## src/rtl/fuel_pkg.sv

```systemverilog
`default_nettype none
// ============================================================================
// Module : fuel_pkg
// Brief  : Shared channel state encoding and default sizing for the
//          multi-nozzle price engine.
// Rev    : 1.0  initial release
// ============================================================================
package fuel_pkg;

    typedef enum logic [1:0] {
        IDLE = 2'd0,
        PUMP = 2'd1,
        DONE = 2'd2
    } ch_state_t;

    localparam int DEF_PRICE_W     = 17;
    localparam int DEF_VOL_W       = 16;
    localparam int DEF_TICK_CYCLES = 1704545;

    localparam logic [16:0] DEFAULT_UNIT_PRICE = 17'd1000;

endpackage
`default_nettype wire

```

## src/rtl/pump_channel.sv

```systemverilog
`default_nettype none
// ============================================================================
// Module : pump_channel
// Brief  : One nozzle: IDLE/PUMP/DONE FSM, metering prescaler, price and
//          volume accumulators with preset cut-off and saturation.
// Rev    : 1.0  initial release
// ============================================================================
module pump_channel
    import fuel_pkg::*;
#(
    parameter int PRICE_W     = DEF_PRICE_W,
    parameter int VOL_W       = DEF_VOL_W,
    parameter int TICK_CYCLES = DEF_TICK_CYCLES
) (
    input  logic               clk,
    input  logic               rst,
    input  logic               clear,
    input  logic               start,
    input  logic               stop,
    input  logic               preset_en,
    input  logic [PRICE_W-1:0] preset_price,
    input  logic [PRICE_W-1:0] unit_price,
    output logic               relay,
    output logic [PRICE_W-1:0] price,
    output logic [VOL_W-1:0]   volume,
    output logic               done,
    output logic               sat
);

    localparam int PS_W = (TICK_CYCLES > 1) ? $clog2(TICK_CYCLES) : 1;
    localparam logic [PS_W-1:0] C_TICK_LAST = PS_W'(TICK_CYCLES - 1);

    ch_state_t          r_state, w_state;
    logic [PS_W-1:0]    r_ps, w_ps;
    logic [PRICE_W-1:0] r_price, w_price;
    logic [VOL_W-1:0]   r_vol, w_vol;
    logic               r_sat, w_sat;
    logic [PRICE_W-1:0] r_step, w_step;
    logic [PRICE_W-1:0] r_target, w_target;
    logic               r_pen, w_pen;

    logic               w_tick;
    logic               w_vol_inc;
    logic [PRICE_W:0]   w_nxt;

    always_ff @(posedge clk or posedge rst) begin
        if (rst) begin
            r_state  <= IDLE;
            r_ps     <= '0;
            r_price  <= '0;
            r_vol    <= '0;
            r_sat    <= 1'b0;
            r_step   <= '0;
            r_target <= '0;
            r_pen    <= 1'b0;
        end else begin
            r_state  <= w_state;
            r_ps     <= w_ps;
            r_price  <= w_price;
            r_vol    <= w_vol;
            r_sat    <= w_sat;
            r_step   <= w_step;
            r_target <= w_target;
            r_pen    <= w_pen;
        end
    end

    always_comb begin
        w_state   = r_state;
        w_ps      = r_ps;
        w_price   = r_price;
        w_vol     = r_vol;
        w_sat     = r_sat;
        w_step    = r_step;
        w_target  = r_target;
        w_pen     = r_pen;
        w_vol_inc = 1'b0;
        w_nxt     = {1'b0, r_price} + {1'b0, r_step};
        w_tick    = (r_state == PUMP) && (r_ps == C_TICK_LAST);

        if (clear) begin
            w_state = IDLE;
            w_price = '0;
            w_vol   = '0;
            w_sat   = 1'b0;
            w_ps    = '0;
        end else begin
            case (r_state)
                IDLE: begin
                    // a zero preset would end the sale before it begins
                    if (!stop && start && !(preset_en && (preset_price == '0))) begin
                        w_step   = unit_price;
                        w_target = preset_price;
                        w_pen    = preset_en;
                        w_ps     = '0;
                        w_state  = PUMP;
                    end
                end
                PUMP: begin
                    if (stop) begin
                        w_state = DONE;
                    end else begin
                        w_ps = w_tick ? '0 : r_ps + PS_W'(1);
                        if (w_tick) begin
                            if (r_pen && (w_nxt >= {1'b0, r_target})) begin
                                w_price   = r_target;
                                w_vol_inc = 1'b1;
                                w_state   = DONE;
                            end else if (w_nxt[PRICE_W]) begin
                                w_price = '1;
                                w_sat   = 1'b1;
                                w_state = DONE;
                            end else begin
                                w_price   = w_nxt[PRICE_W-1:0];
                                w_vol_inc = 1'b1;
                            end
                            if (r_vol == '1) begin
                                w_sat   = 1'b1;
                                w_state = DONE;
                            end else if (w_vol_inc) begin
                                w_vol = r_vol + VOL_W'(1);
                            end
                        end
                    end
                end
                DONE:    w_state = DONE;
                default: w_state = IDLE;
            endcase
        end
    end

    assign relay  = (r_state == PUMP);
    assign done   = (r_state == DONE);
    assign price  = r_price;
    assign volume = r_vol;
    assign sat    = r_sat;

endmodule
`default_nettype wire

```

## src/rtl/multi_nozzle_price_engine.sv

```systemverilog
`default_nettype none
// ============================================================================
// Module : multi_nozzle_price_engine
// Brief  : N_CH independent nozzle meters; slices the packed buses per channel.
// Rev    : 1.0  initial release
// ============================================================================
module multi_nozzle_price_engine
    import fuel_pkg::*;
#(
    parameter int N_CH        = 2,
    parameter int PRICE_W     = DEF_PRICE_W,
    parameter int VOL_W       = DEF_VOL_W,
    parameter int TICK_CYCLES = DEF_TICK_CYCLES
) (
    input  logic                    clk,
    input  logic                    rst,
    input  logic [N_CH-1:0]         clear,
    input  logic [N_CH-1:0]         start,
    input  logic [N_CH-1:0]         stop,
    input  logic [N_CH-1:0]         preset_en,
    input  logic [N_CH*PRICE_W-1:0] preset_price,
    input  logic [PRICE_W-1:0]      unit_price,
    output logic [N_CH-1:0]         relay,
    output logic [N_CH*PRICE_W-1:0] price,
    output logic [N_CH*VOL_W-1:0]   volume,
    output logic [N_CH-1:0]         done,
    output logic [N_CH-1:0]         sat
);

    generate
        for (genvar i = 0; i < N_CH; i++) begin : g_ch
            pump_channel #(
                .PRICE_W     (PRICE_W),
                .VOL_W       (VOL_W),
                .TICK_CYCLES (TICK_CYCLES)
            ) u_ch (
                .clk          (clk),
                .rst          (rst),
                .clear        (clear[i]),
                .start        (start[i]),
                .stop         (stop[i]),
                .preset_en    (preset_en[i]),
                .preset_price (preset_price[i*PRICE_W +: PRICE_W]),
                .unit_price   (unit_price),
                .relay        (relay[i]),
                .price        (price[i*PRICE_W +: PRICE_W]),
                .volume       (volume[i*VOL_W +: VOL_W]),
                .done         (done[i]),
                .sat          (sat[i])
            );
        end
    endgenerate

endmodule
`default_nettype wire

```

## config.mk

```make
export PLATFORM = sky130hd
export DESIGN_NAME = multi_nozzle_price_engine
export DESIGN_NICKNAME = d
export VERILOG_FILES = /design/src/rtl/fuel_pkg.sv /design/src/rtl/pump_channel.sv /design/src/rtl/multi_nozzle_price_engine.sv
export SDC_FILE = /design/constraint.sdc
export NUM_CORES = 1
export LEC_CHECK = 0
export BUFFER_PORTS_ARGS = -buffer_cell sky130_fd_sc_hd__buf_2
export CAP_MARGIN = 20
export CELL_PAD_IN_SITES_DETAIL_PLACEMENT = 0
export CELL_PAD_IN_SITES_GLOBAL_PLACEMENT = 1
export CORE_ASPECT_RATIO = 0.8
export CORE_MARGIN = 3
export CORE_UTILIZATION = 43
export DETAILED_ROUTE_END_ITERATION = 8
export PLACE_DENSITY = 0.79
export RECOVER_POWER = 100
export SETUP_SLACK_MARGIN = 0.3
export SYNTH_ARGS = -nofsm -noshare
export SYNTH_HDL_FRONTEND = slang
export SYNTH_SLANG_ARGS = --single-unit
```

## constraint.sdc

```tcl
create_clock -name clk -period 13.23 [get_ports clk]
set_input_delay 0.6615 -clock clk [delete_from_list [all_inputs] [get_ports clk]]
set_output_delay 0.6615 -clock clk [all_outputs]
set_load 0.02 [all_outputs]
```

* Word level (Yosys, flattened, before mapping)
Index checks and enable logic that the tools add are counted.
Word-level totals: flip-flop bits (word level) 184, bits of input ports 61, output and inout port bits 72, logic and storage cells 164
Operators by class: add/subtract/negate cells 6, magnitude comparators 2, equality and inequality tests 22, mux-type cells 76, bitwise gates (word level) 2, reduce and logical (&&, ||, !) cells 40
Operator list (count):
- 17-bit 2-to-1 mux | 12
- 16-bit 2-to-1 mux | 12
- 21-bit 2-to-1 mux | 8
- 21-bit case mux with 2 select lines | 2
- 21-bit by 1-bit adder with 21-bit output, second input constant | 2
- 21-bit == test, second input constant | 2
- 17-bit by 17-bit adder with 18-bit output | 2
- 18-bit by 17-bit greater-or-equal comparator with 1-bit output | 2
- 17-bit logical NOT | 2
- 16-bit by 1-bit adder with 16-bit output, second input constant | 2
- 16-bit == test, second input constant | 2
- 2-bit 2-to-1 mux | 14
- 1-bit 2-to-1 mux | 26
- 3-bit AND reduction | 8
- 5-bit AND reduction | 4
- 3-bit inequality test, second input constant | 4
- 6-bit inequality test, second input constant | 2
- 2-bit case mux with 3 select lines | 2
- 2-bit nonzero test | 6
- 3-bit nonzero test | 4
- 1-bit logical AND | 10
- 2-bit inequality test, second input constant | 4
- 4-bit inequality test, second input constant | 2
- 3-bit by 2-bit inequality test with 1-bit output, second input constant | 2
- 5 further kinds | 12

* Logic depth before layout (Yosys ltp)
word-level depth 14, gate-level depth with buffers 20, gate-level depth less buffers 18

* Modules after synthesis
A second synthesis with hierarchy kept.
Unflattened totals: cell total of the unflattened synthesis 1217, area, all modules 11624.9 µm²
By module, submodules not included:
- pump_channel at g_ch[1].u_ch | instances 1, cells each 611, area each 5888.1 µm², seq. area each 2302.2 µm²
- pump_channel at g_ch[0].u_ch | instances 1, cells each 606, area each 5736.8 µm², seq. area each 2302.2 µm²

* Least setup slack after synthesis
Ideal clock, no wire load.
path kind register to register, start register g_ch[0].u_ch.r_price[0], end register g_ch[0].u_ch.r_state[0], library setup time 126 ps, data arrival time 3660 ps, required time 13104 ps, setup slack 9444 ps, cell stages (with the launch flop) 18, buffers on the path 0, period minus slack after synthesis 3786 ps, cells stage by stage dfrtp_1 -> ha_1 -> inv_1 -> fa_1 -> inv_1 -> a21oi_1 -> o2111ai_1 -> a31oi_1 -> o211ai_1 -> xor2_1 -> ha_1 -> nor2b_1 -> o31a_1 -> o21ai_0 -> nand4b_1 -> a21o_1 -> or4_1 -> o311a_1
On the way: cells in the longest elaborated chain, start to end 9, elaborated cells between the ends (all ways) 11, those cells by class 1 x add/sub; 1 x order compare; 1 x eq/ne; 6 x mux; 2 x reduce/logical
RTL lines:
- start: declaration | RTL line pump_channel.sv:35 | logic [PRICE_W-1:0] r_price, w_price;
- start signal: assignment | RTL line pump_channel.sv:59 | r_price <= w_price;
- 17-bit by 17-bit adder with 18-bit output (*) | RTL line pump_channel.sv:78 | w_nxt = {1'b0, r_price} + {1'b0, r_step};
- 18-bit by 17-bit greater-or-equal comparator with 1-bit output | RTL line pump_channel.sv:105 | if (r_pen && (w_nxt >= {1'b0, r_target})) begin
- 1-bit logical AND | RTL line pump_channel.sv:105
- 2-bit 2-to-1 mux | RTL line pump_channel.sv:105
- 2-bit 2-to-1 mux | RTL line pump_channel.sv:117 | if (r_vol == '1) begin
- 2-bit 2-to-1 mux | RTL line pump_channel.sv:104 | if (w_tick) begin
- 2-bit 2-to-1 mux | RTL line pump_channel.sv:100 | if (stop) begin
- 2-bit case mux with 3 select lines | RTL line pump_channel.sv:88 | case (r_state)
- 2-bit 2-to-1 mux | RTL line pump_channel.sv:81 | if (clear) begin
- end signal: assignment | RTL line pump_channel.sv:57 | r_state <= w_state;
- end: declaration | RTL line pump_channel.sv:33 | ch_state_t r_state, w_state;
Mark *: on every way between the ends. The rest lies on a longest branch, timed or not. The select of a mux whose other input is x is not followed. A chain may end at the register's enable or synchronous reset.

==> results <==
- The flow ran to the end, but the final reports show violations.
- The final reports fail on max-capacitance violations, max-slew violations.
- The filler cells instantiated in the layout total 2433.
- The path category of the worst min-delay check is in2reg.
- The vertical die dimension is 149.8 um.
- Among all flip-flop cells after synthesis, the most frequent one is sky130_fd_sc_hd__dfrtp_1.
- The sum of net half-perimeters after detailed placement is 20.68 mm.
- sky130_fd_sc_hd__dfrtp_1 takes more of the synthesized area than any other cell.
- The number of remaining DRC errors is 0.
- The number of clock buffers inserted by TritonCTS is 17.
- Yosys mapped the design onto 70 distinct sky130hd cell types.
- The count of instances resized after the clock tree is built is 0.
- The detailed-routing iteration count for the pre-antenna-repair pass is 5.
- Yosys attributes the largest share of cell area to sky130_fd_sc_hd__dfrtp_1 41%, sky130_fd_sc_hd__ha_1 9.0%, sky130_fd_sc_hd__mux2_2 7.1%, sky130_fd_sc_hd__o21ai_0 4.4%, sky130_fd_sc_hd__nor2_1 3.3%.
- The relative area change from synthesis to final layout is 12.91%.
- Setup repair after global routing left no endpoint under its margin.
- The post-place setup slack is 8.797 ns.
- The final worst setup slack is 6.635 ns.
- The proportion of layout cells with a drive suffix above 1 is 13.45%.
- Of all flip-flops after synthesis, the portion carrying an async set or reset was 100.0%.
- The die is 185.7 um wide.
- The clock period minus final worst setup slack is 6.595 ns.
- The number of global-route vias before repair is 8661.
- Summing every instance area after synthesis gives 11110 sq um.
- The area of the core is 24890 sq um.
- The number of setup violations in the final report is 0.
- The maximum root-to-sink buffer count is 2.
- The worst-case hold slack is 0.4749 ns.
- The final cycle utilization of the critical path is 49.85%.
- The DRC violation total after the first TritonRoute iteration is 714.
- For the final database, setup skew stands at 0.01292 ns.
- In the final routed layout, each cell accounts on average for 17.14 um.
- The synthesized instance count is 1178.
- The critical path contains buffers and inverters numbering 3 combined.
- The power per standard cell area is 135.1 nW/um^2.
- The final number of hold-violating endpoints is 0.
- The total grt overflow is 0.
- The startpoint type of the worst setup path is an input pin.
- The number of routed nets with antenna violations is 0.
- The net count of the finished layout is 1439.
- The pin count of the biggest net entering global routing is 124.
- The worst vdd rail ir drop is 97.51 uV.
- The number of register bits inferred by synthesis is 184.
- Max-cap violations in this run came to 4.
- The initial antenna violation count came to 0.
- The startpoint-to-endpoint class of the critical path is in2async.
- 133 I/O pins were placed.
- After clock tree synthesis, the setup repair step added 0 buffers.
- The port buffer count is 132.
- The maximum clock frequency is 151.6 MHz.
- The most instantiated library cell after synthesis is sky130_fd_sc_hd__dfrtp_1.
- The clock latency on the worst-skew pair is 0.43 ns.
- Row generation in the floorplan step produced 51 rows.
- Walking the worst path, the cells encountered are buf_2 > clkinvlp_2 > clkbuf_1.
- The congestion estimate from routability-driven global placement came to 0.8409.
- The average cell area after synthesis is 9.432 sq um.
- The count of warnings emitted by yosys is 0.
- Sorting the synthesized cells by how often they occur yields 184 x sky130_fd_sc_hd__dfrtp_1, 98 x sky130_fd_sc_hd__o21ai_0, 97 x sky130_fd_sc_hd__nor2_1.
- The root buffer cell chosen for the clock tree is sky130_fd_sc_hd__clkbuf_16.
- Yosys mapped a number of flops with a built-in enable equal to 0.
- The final core area utilization is 50.41%.
- The die covers 27820 sq um.
- The clock slew at the register clock pins of the worst setup and hold paths is 0.07 ns.
- Summing over every cut layer, the via total after detailed routing is 9075.
- The final standard cell count with taps included and fillers excluded is 1627.
- The total number of clock tree sinks is 184.
- The placed instance count is 1594.
- Dividing the detail-routed via count by the number of cells gives 5.578.
- The setup TNS is 0 ns.
- The required time at the worst-slack endpoint is 13.02 ns.
- Buffers inserted to repair hold after CTS numbered 0.
- The overall global routing resource usage is 20.61%.
- The CTS tree is done.
- The total nets after synthesis is 1321.
- The transition time at the pin with the least slew margin is 5.490 ns.
- Among all stages on the critical path, the largest delay is contributed by sky130_fd_sc_hd__clkinvlp_2.
- The max-slew violation total from the final report was 241.
- Of all nets on the critical path, the largest fanout is 123.
- STA puts the critical path data arrival time at 6.39 ns.
- The share of the yosys chip area belonging to registers is 41.44%.
- The initial core utilization is 44.65%.
- The portion of synthesized cell area occupied by the leading cell type is 41.44%.
- After detailed routing, the total wire length is 27.88 mm.
- The total inserted antenna cells is 0.
- The first global-routing pass estimated 45.99 mm of wire.
- The worst pin sits at a relative slew slack of -268.0%.
- Broken down by cell family, the worst path's largest delay share belongs to buffers and inverters.
- The endpoint type of the worst setup path is an async pin.
- The biggest cell delay along the critical path is 3.05 ns.
- The cell leakage power is 5.581 nW.
- The clock tree synthesis step divided the H-tree into 4 levels.
==> sequential cells by signal (all words and copies together) (netlist names) <==
name and cells:
g_ch.u_ch.price 34, g_ch.u_ch.r_pen 2, g_ch.u_ch.r_ps 42, g_ch.u_ch.r_state 4, g_ch.u_ch.r_step 34, g_ch.u_ch.r_target 34
g_ch.u_ch.sat 2, g_ch.u_ch.volume 32
==> cell usage in the layout (no fill, tap or decap), types with 4 or more instances in the layout <==
cell type,instances
sky130_fd_sc_hd__a211oi_1,5
sky130_fd_sc_hd__a21o_1,11
sky130_fd_sc_hd__a21oi_1,50
sky130_fd_sc_hd__a22o_1,4
sky130_fd_sc_hd__a31oi_1,10
sky130_fd_sc_hd__and2_1,4
sky130_fd_sc_hd__and3_1,15
sky130_fd_sc_hd__and4_1,6
sky130_fd_sc_hd__buf_2,59
sky130_fd_sc_hd__clkbuf_1,78
sky130_fd_sc_hd__clkbuf_16,17
sky130_fd_sc_hd__clkinvlp_4,7
sky130_fd_sc_hd__dfrtp_1,184
sky130_fd_sc_hd__ha_1,80
sky130_fd_sc_hd__inv_1,77
sky130_fd_sc_hd__mux2_2,70
sky130_fd_sc_hd__nand2_1,95
sky130_fd_sc_hd__nand2b_1,12
sky130_fd_sc_hd__nand3_1,38
sky130_fd_sc_hd__nand4_1,31
sky130_fd_sc_hd__nor2_1,97
sky130_fd_sc_hd__nor2b_1,9
sky130_fd_sc_hd__nor3_1,34
sky130_fd_sc_hd__nor4_1,16
sky130_fd_sc_hd__nor4b_1,5
sky130_fd_sc_hd__o211ai_1,7
sky130_fd_sc_hd__o21a_1,11
sky130_fd_sc_hd__o21ai_0,99
sky130_fd_sc_hd__o21bai_1,5
sky130_fd_sc_hd__o22ai_1,17
sky130_fd_sc_hd__o31ai_1,10
sky130_fd_sc_hd__or2_2,4
sky130_fd_sc_hd__or3_1,8
sky130_fd_sc_hd__xnor2_1,40
sky130_fd_sc_hd__xor2_1,32
==> through the flow <==
stage | power (mW) | instance area (sq um)
after floorplan | 1.039 | 11110
after global placement | 1.156 | 12040
after detailed placement | 1.163 | 12040
after CTS | 1.711 | 12670
after global routing | 1.811 | 12540
final | 1.695 | 12540
==> final cells by class <==
type / count / area (sq um) / area share, %
Multi-Input combinational cell: 875 / 6016 / 47.96
Sequential cell: 184 / 4604 / 36.70
Timing Repair Buffer: 140 / 610.6 / 4.867
Clock buffer: 19 / 452.9 / 3.611
Tap cell: 318 / 397.9 / 3.172
Inverter: 78 / 294.0 / 2.344
Clock inverter: 13 / 168.9 / 1.347
==> power by group <==
group | total [mW] | internal, mW | leakage (nW) | switching (mW)
registers | 0.682 | 0.630 | 2.42 | 0.0523
logic | 0.472 | 0.206 | 2.88 | 0.266
clock network | 0.540 | 0.309 | 0.280 | 0.231
==> layer usage <==
| metal | global-route usage (%) | wire, um | vias up | share of wire [%] |
|---|---|---|---|---|
| li1 | - | - | 4480 | - |
| met1 | 31.01 | 14130 | 4409 | 51 |
| met2 | 30.86 | 12140 | 167 | 44 |
| met3 | 4.107 | 1311 | 19 | 4.7 |
| met4 | 4.354 | 304 | 0 | 1.1 |
| met5 | 0 | 0 | - | 0 |
==> worst reg2reg max path: cells and delay by family (launching register included) <==
kind                     cells  cell delay [ns]
AO/OA/AOI/OAI               10             4.22
adder cells (fa/ha/maj)      2             0.59
flip-flops                   1             0.42
AND/OR/NAND/NOR              3             0.33
==> cells by family after synthesis <==
kind of cell | count (synthesis) | share of synthesized area (%)
flip-flops | 184 | 41.44
XOR/XNOR | 72 | 5.676
multiplexers | 72 | 7.275
adder cells (fa/ha/maj) | 82 | 9.369
buffers and inverters | 119 | 4.302
AO/OA/AOI/OAI | 258 | 14.35
AND/OR/NAND/NOR | 391 | 17.59
==> final timing paths <==
path / start / to / slack (ns) / cells past startpoint
min in group asynchronous: rst / g_ch[1].u_ch.r_ps[18] / 1.95 / 2
worst min-delay path: preset_price[15] / g_ch[0].u_ch.r_target[15] / 0.47 / 2
worst max-delay path: rst / g_ch[0].u_ch.price[5] / 6.63 / 3
max in group clk: g_ch[0].u_ch.price[1] / g_ch[0].u_ch.price[15] / 7.59 / 15
worst max register to register: g_ch[0].u_ch.price[1] / g_ch[0].u_ch.price[15] / 7.59 / 15
worst min register to register: g_ch[1].u_ch.r_step[2] / g_ch[1].u_ch.r_step[2] / 0.51 / 1
Power figures use the tool's default switching activity.
